`src/rtl/npc_pkg.sv`:
```
// Shared fetch-side definitions: IFU state encoding, datapath width and reset PC.
// Latency: n/a (types and constants only).
// Backpressure: n/a.
package npc_pkg;

  localparam int XLEN = 32;
  localparam logic [XLEN-1:0] RESET_PC = 32'h8000_0000;

  typedef enum logic [2:0] {
    S_REQ  = 3'd0,
    S_WAIT = 3'd1,
    S_DLV  = 3'd2,
    S_NPC  = 3'd3,
    S_HALT = 3'd4
  } ifu_state_t;

endpackage

```
`src/rtl/ifu_pc_reg.sv`:
```
// Architectural PC register with synchronous reset to RESET_PC and a load enable.
// Latency: loaded value visible the cycle after i_load.
// Backpressure: none; reset has priority over load.
module ifu_pc_reg import npc_pkg::*; #(
  parameter int              XLEN     = npc_pkg::XLEN,
  parameter logic [XLEN-1:0] RESET_PC = npc_pkg::RESET_PC
) (
  input  logic            clk,
  input  logic            rst,
  input  logic            i_load,
  input  logic [XLEN-1:0] i_d,
  output logic [XLEN-1:0] o_q
);

  logic [XLEN-1:0] r_pc;

  // PC holds unless reset or an accepted next-PC loads it
  always_ff @(posedge clk) begin
    if (rst) begin
      r_pc <= RESET_PC;
    end else if (i_load) begin
      r_pc <= i_d;
    end
  end

  assign o_q = r_pc;

endmodule

```
`src/rtl/ifu_fetch.sv`:
```
// Instruction fetch: one imem read per instruction, hand word+PC to decode, then wait for next PC.
// Latency: minimum 4 cycles per instruction (REQ, WAIT>=1, DLV, NPC).
// Backpressure: holds request/addr until imem ready, holds inst/inst_pc until decode ready.
// Optional IFU_MISALIGN_TRAP_EN: adds misalign output and halts on a next PC with npc[1:0]!=0.
module ifu_fetch import npc_pkg::*; #(
  parameter logic [31:0] RESET_PC = npc_pkg::RESET_PC,
  parameter int          XLEN     = npc_pkg::XLEN
) (
  input  logic            clk,
  input  logic            rst,
  output logic            imem_req_valid,
  input  logic            imem_req_ready,
  output logic [XLEN-1:0] imem_addr,
  input  logic            imem_rsp_valid,
  input  logic [XLEN-1:0] imem_rsp_data,
  output logic            inst_valid,
  input  logic            inst_ready,
  output logic [XLEN-1:0] inst,
  output logic [XLEN-1:0] inst_pc,
  output logic            npc_ready,
  input  logic            npc_valid,
  input  logic [XLEN-1:0] npc,
`ifdef IFU_MISALIGN_TRAP_EN
  output logic            misalign,
`endif
  output logic [XLEN-1:0] pc
);

  ifu_state_t      r_state;
  ifu_state_t      w_next;
  logic            w_req_vld;
  logic            w_inst_vld;
  logic            w_npc_rdy;
  logic            w_pc_load;
  logic            w_inst_latch;
  logic            w_trap;
  logic [XLEN-1:0] w_pc;
  logic [XLEN-1:0] r_inst;
  logic [XLEN-1:0] r_inst_pc;

  ifu_pc_reg #(
    .XLEN     (XLEN),
    .RESET_PC (RESET_PC[XLEN-1:0])
  ) u_pc_reg (
    .clk    (clk),
    .rst    (rst),
    .i_load (w_pc_load),
    .i_d    (npc),
    .o_q    (w_pc)
  );

  // State register; reset always lands in S_REQ regardless of handshakes
  always_ff @(posedge clk) begin
    if (rst) begin
      r_state <= S_REQ;
    end else begin
      r_state <= w_next;
    end
  end

  // Next-state and per-state channel strobes
  always_comb begin
    w_next       = r_state;
    w_req_vld    = 1'b0;
    w_inst_vld   = 1'b0;
    w_npc_rdy    = 1'b0;
    w_pc_load    = 1'b0;
    w_inst_latch = 1'b0;
    w_trap       = 1'b0;
    case (r_state)
      S_REQ: begin
        w_req_vld = 1'b1;
        if (imem_req_ready) w_next = S_WAIT;
      end
      S_WAIT: begin
        if (imem_rsp_valid) begin
          w_inst_latch = 1'b1;
          w_next       = S_DLV;
        end
      end
      S_DLV: begin
        w_inst_vld = 1'b1;
        if (inst_ready) w_next = S_NPC;
      end
      S_NPC: begin
        w_npc_rdy = 1'b1;
        if (npc_valid) begin
          w_pc_load = 1'b1;
          w_next    = S_REQ;
`ifdef IFU_MISALIGN_TRAP_EN
          // Misaligned target is still recorded in pc for the trap handler to see
          if (npc[1:0] != 2'b00) begin
            w_trap = 1'b1;
            w_next = S_HALT;
          end
`endif
        end
      end
      S_HALT: begin
        w_next = S_HALT;
      end
      default: begin
        w_next = S_REQ;
      end
    endcase
  end

  // Captured instruction word and its PC, held stable until the next response
  always_ff @(posedge clk) begin
    if (rst) begin
      r_inst    <= '0;
      r_inst_pc <= '0;
    end else if (w_inst_latch) begin
      r_inst    <= imem_rsp_data;
      r_inst_pc <= w_pc;
    end
  end

`ifdef IFU_MISALIGN_TRAP_EN
  logic r_misalign;

  // Sticky trap flag, cleared only by reset
  always_ff @(posedge clk) begin
    if (rst) begin
      r_misalign <= 1'b0;
    end else if (w_trap) begin
      r_misalign <= 1'b1;
    end
  end

  assign misalign = r_misalign;
`endif

  // Valids are masked during reset so nothing is offered on the reset cycle
  assign imem_req_valid = w_req_vld  & ~rst;
  assign inst_valid     = w_inst_vld & ~rst;
  assign npc_ready      = w_npc_rdy  & ~rst;
  assign imem_addr      = w_pc;
  assign pc             = w_pc;
  assign inst           = r_inst;
  assign inst_pc        = r_inst_pc;

endmodule

```
`config.mk`:
```
export PLATFORM = sky130hd
export DESIGN_NAME = ifu_fetch
export DESIGN_NICKNAME = d
export VERILOG_FILES = /design/src/rtl/npc_pkg.sv /design/src/rtl/ifu_pc_reg.sv /design/src/rtl/ifu_fetch.sv
export SDC_FILE = /design/constraint.sdc
export NUM_CORES = 1
export LEC_CHECK = 0
export CAP_MARGIN = 15
export CORE_MARGIN = 2
export CORE_UTILIZATION = 40
export DETAILED_ROUTE_END_ITERATION = 10
export GPL_TIMING_DRIVEN = 0
export PLACE_DENSITY_LB_ADDON = 0.15
export SLEW_MARGIN = 0
export SYNTH_ARGS = -nofsm -noshare
export SYNTH_HDL_FRONTEND = slang
export SYNTH_SLANG_ARGS = --single-unit
```
`constraint.sdc`:
```
create_clock -name clk -period 2.4 [get_ports clk]
set_input_delay 0.36 -clock clk [delete_from_list [all_inputs] [get_ports clk]]
set_output_delay 0.36 -clock clk [all_outputs]
set_load 0.05 [all_outputs]
```
==> results.py <==
metrics = {
    "outcome": {
        "outcome": "completed",
    },
    "placement": {
        "postPlaceCellArea_um2": 6790,
        "gp_congestion": 0.765,
        "hpwl_mm": 8.82,
        "dp.cells": 778,
        "place.port_buffers": 199,
    },
    "sta": {
        "setup_violations": 0,
        "fin_tns_setup_ps": 0,
        "fin_skew_ps": 4.42,
        "drv_slew": 0,
        "tightest_slew_ps": 540,
        "fmax_mhz": 436,
        "grt_setup_unrepaired": "no",
        "relSlewSlack_pct": 63.9,
        "holdWs_ps": 473,
        "finalCritPeriodShare_pct": 95.5,
        "hold_violations": 0,
        "fin_crit_ps": 2290,
    },
    "setup_path": {
        "crit_path_end_kind": "output pin",
        "worstPathArrival_ps": 1930,
        "critPathMaxStageDelay_ps": 850,
        "cp_slowest_cell": "clkdlybuf4s50_1",
        "path_buf_inv": 2,
        "setup.worst_path.start_class": "register",
        "required_ps": 2040,
        "reg2reg_from": "r_state[0]",
        "cp_max_fo": 10,
        "worstPathCellList": "buf_2, nor4_2, clkdlybuf4s50_1",
        "critPathKind": "reg2out",
        "cp-startpoint": "r_state[0]",
        "critPathTopFamily": "buffers and inverters",
    },
    "power_and_ir_drop": {
        "clock_power_share_pct": 36.7,
        "p_per_area_nw_per_um2": 518,
        "power.share.combinational_pct": 16.9,
        "switchingPower_uw": 909,
        "ir_worst_vdd_mv": 0.411,
        "p_sw_share_pct": 24.8,
        "p_leak_nw": 2.60,
        "seq_power_share_pct": 46.5,
        "intPower_mw": 2.75,
    },
    "clock_tree": {
        "insertion_delay_ps": 340,
        "post_cts_resized": 0,
        "hold_buffers": 0,
        "clock_path_buffers": 2,
        "tritoncts": "yes",
        "cts_buffers": 9,
        "clkSinkCount": 99,
        "h-tree-depth": 3,
        "cts_root_buffer": "clkbuf_16",
        "clk_pin_slew_worst_paths_ps": 60,
        "postCtsSetupRepairBufs": 0,
    },
    "synthesis": {
        "syn_inst": 436,
        "synth_warnings": 0,
        "yosysSeqAreaShare_pct": 43.1,
        "synthesis.area_um2": 4600,
        "synth-seq-cells": 99,
        "synth_cell_types": 22,
        "syn_avg_cell_area_um2": 10.6,
        "synth_nets": 506,
    },
    "floorplanning": {
        "core-area_um2": 11300,
        "initial_core_util_pct": 40.7,
        "die_x_um": 111,
        "dieArea_um2": 12400,
        "die-height_um": 111,
        "num_rows": 39,
        "io_pins": 201,
    },
    "drt": {
        "wl_mm": 11.6,
        "ant_nets": 0,
        "drc_errors": 0,
        "route.detailed.wl_per_inst_um": 14.6,
        "vias": 3602,
        "drtIter0Drc": 127,
        "dr.pass1.iters": 4,
        "viasPerCell": 4.54,
    },
    "grt": {
        "grt_pass1_vias": 3686,
        "grt_pass1_wl_mm": 18.6,
        "grt_max_degree": 15,
        "grt_overflow": 0,
        "track_usage_pct": 18.7,
        "antenna_found_initial": 0,
    },
    "job": {
        "maxCapViolations": 0,
    },
    "cells_and_area": {
        "final_common_cell": "clkdlybuf4s50_1",
        "antenna_cells": 0,
        "synthToLayoutAreaGrowth_pct": 53.4,
        "layout-drive-gt1-share_pct": 10.6,
        "finalInstanceArea_um2": 7060,
        "layout.cells.non_filler": 794,
        "final_cell_mix": "199 x clkdlybuf4s50_1, 159 x nand2b_1, 99 x dfxtp_1",
        "seqCellArea_um2": 1980,
        "final_nets": 716,
        "final_core_util_pct": 62.4,
        "multi_input_area_um2": 2130,
        "nFillCells": 997,
    },
    "worst_hold_path": {
        "worstHoldStart": "rst",
        "hold_class": "in2reg",
    },
}
[layout make-up]
cell class	instances	area share (%)
well taps	143	2.53
multi-input cells	272	30.1
plain buffers	65	7.19
clock inverters	2	0.142
flip-flops and latches	99	28.1
clock buffers	14	3.74
repair buffers	199	28.2
[synth_stat cells]
library cell  count  area (um2)
nand2b_1        159         995
dfxtp_1          99        1980
mux2i_1          97         971
buf_4            33         248
clkbuf_1         15        56.3
buf_6             7        78.8
buf_12            5         100
buf_2             5        25.0
nor2_1            2        7.51
nor4b_1           2        17.5
a211oi_1          1        7.51
a21bo_2           1        10.0
a22o_1            1        8.76
and4b_1           1        10.0
and4bb_2          1        12.5
mux2_2            1        11.3
nand3b_1          1        7.51
nand4bb_1         1        11.3
nor3_1            1        5.00
nor3b_1           1        7.51
nor4_1            1        6.26
nor4bb_4          1        25.0
[through the flow]
stage          power, mW  setup slack (ps)
3_5_place_dp        2.36               206
3_3_place_gp        2.35               197
2_1_floorplan       2.11               452
6_report            3.66               107
4_1_cts             3.71              67.1
5_1_grt             3.79              3.83
[worst register-to-register path: cells and delay by family, from the launching register on]
kind	cells	cell delay, ps
multiplexers	1	190
AND/OR/NAND/NOR	1	240
flip-flops	1	320
buffers and inverters	3	570
[cell families (layout without fill, tap and decap cells)]
kind of cell           count (synthesis)  count (layout)  synth area share [%]
muxes                                 98              98                  21.3
DFF                                   99              99                  43.1
and+or+nand+nor                      171             171                  24.0
buffers and inverters                 65             280                  11.0
AOI/OAI and AO/OA                      3               3                 0.571
[routing by layer]
layer	GRT usage, %	wire length (um)	share of wire (%)
met5	0	0	0
met4	8.23	328	2.8
met3	5.47	647	5.6
met2	31.5	5720	49
met1	22.2	4920	42
[power groups by stage]
stage	sequential [mW]	clock, mW	combinational, mW
after floorplan	1.85	0	0.265
after global placement	1.74	0	0.616
after detailed placement	1.74	0	0.621
after CTS	1.70	1.38	0.624
after global routing	1.70	1.44	0.654
final	1.70	1.34	0.617
[path summary, 6_finish.rpt]
| kind | depth (start not counted) | slack [ps] | end |
|---|---|---|---|
| worst max-delay path | 3 | 110 | imem_req_valid |
| worst min register to register | 2 | 470 | inst_pc[9] |
| worst min-delay path | 3 | 470 | inst_pc[11] |
| worst max register to register | 5 | 1010 | inst[26] |
[state kept, by name, summed over array words and instances (netlist names)]
register and cells:
inst 32, inst_pc 32, u_pc_reg.o_q 32, r_state 3
No activity file was read; power rests on OpenSTA's default activity.
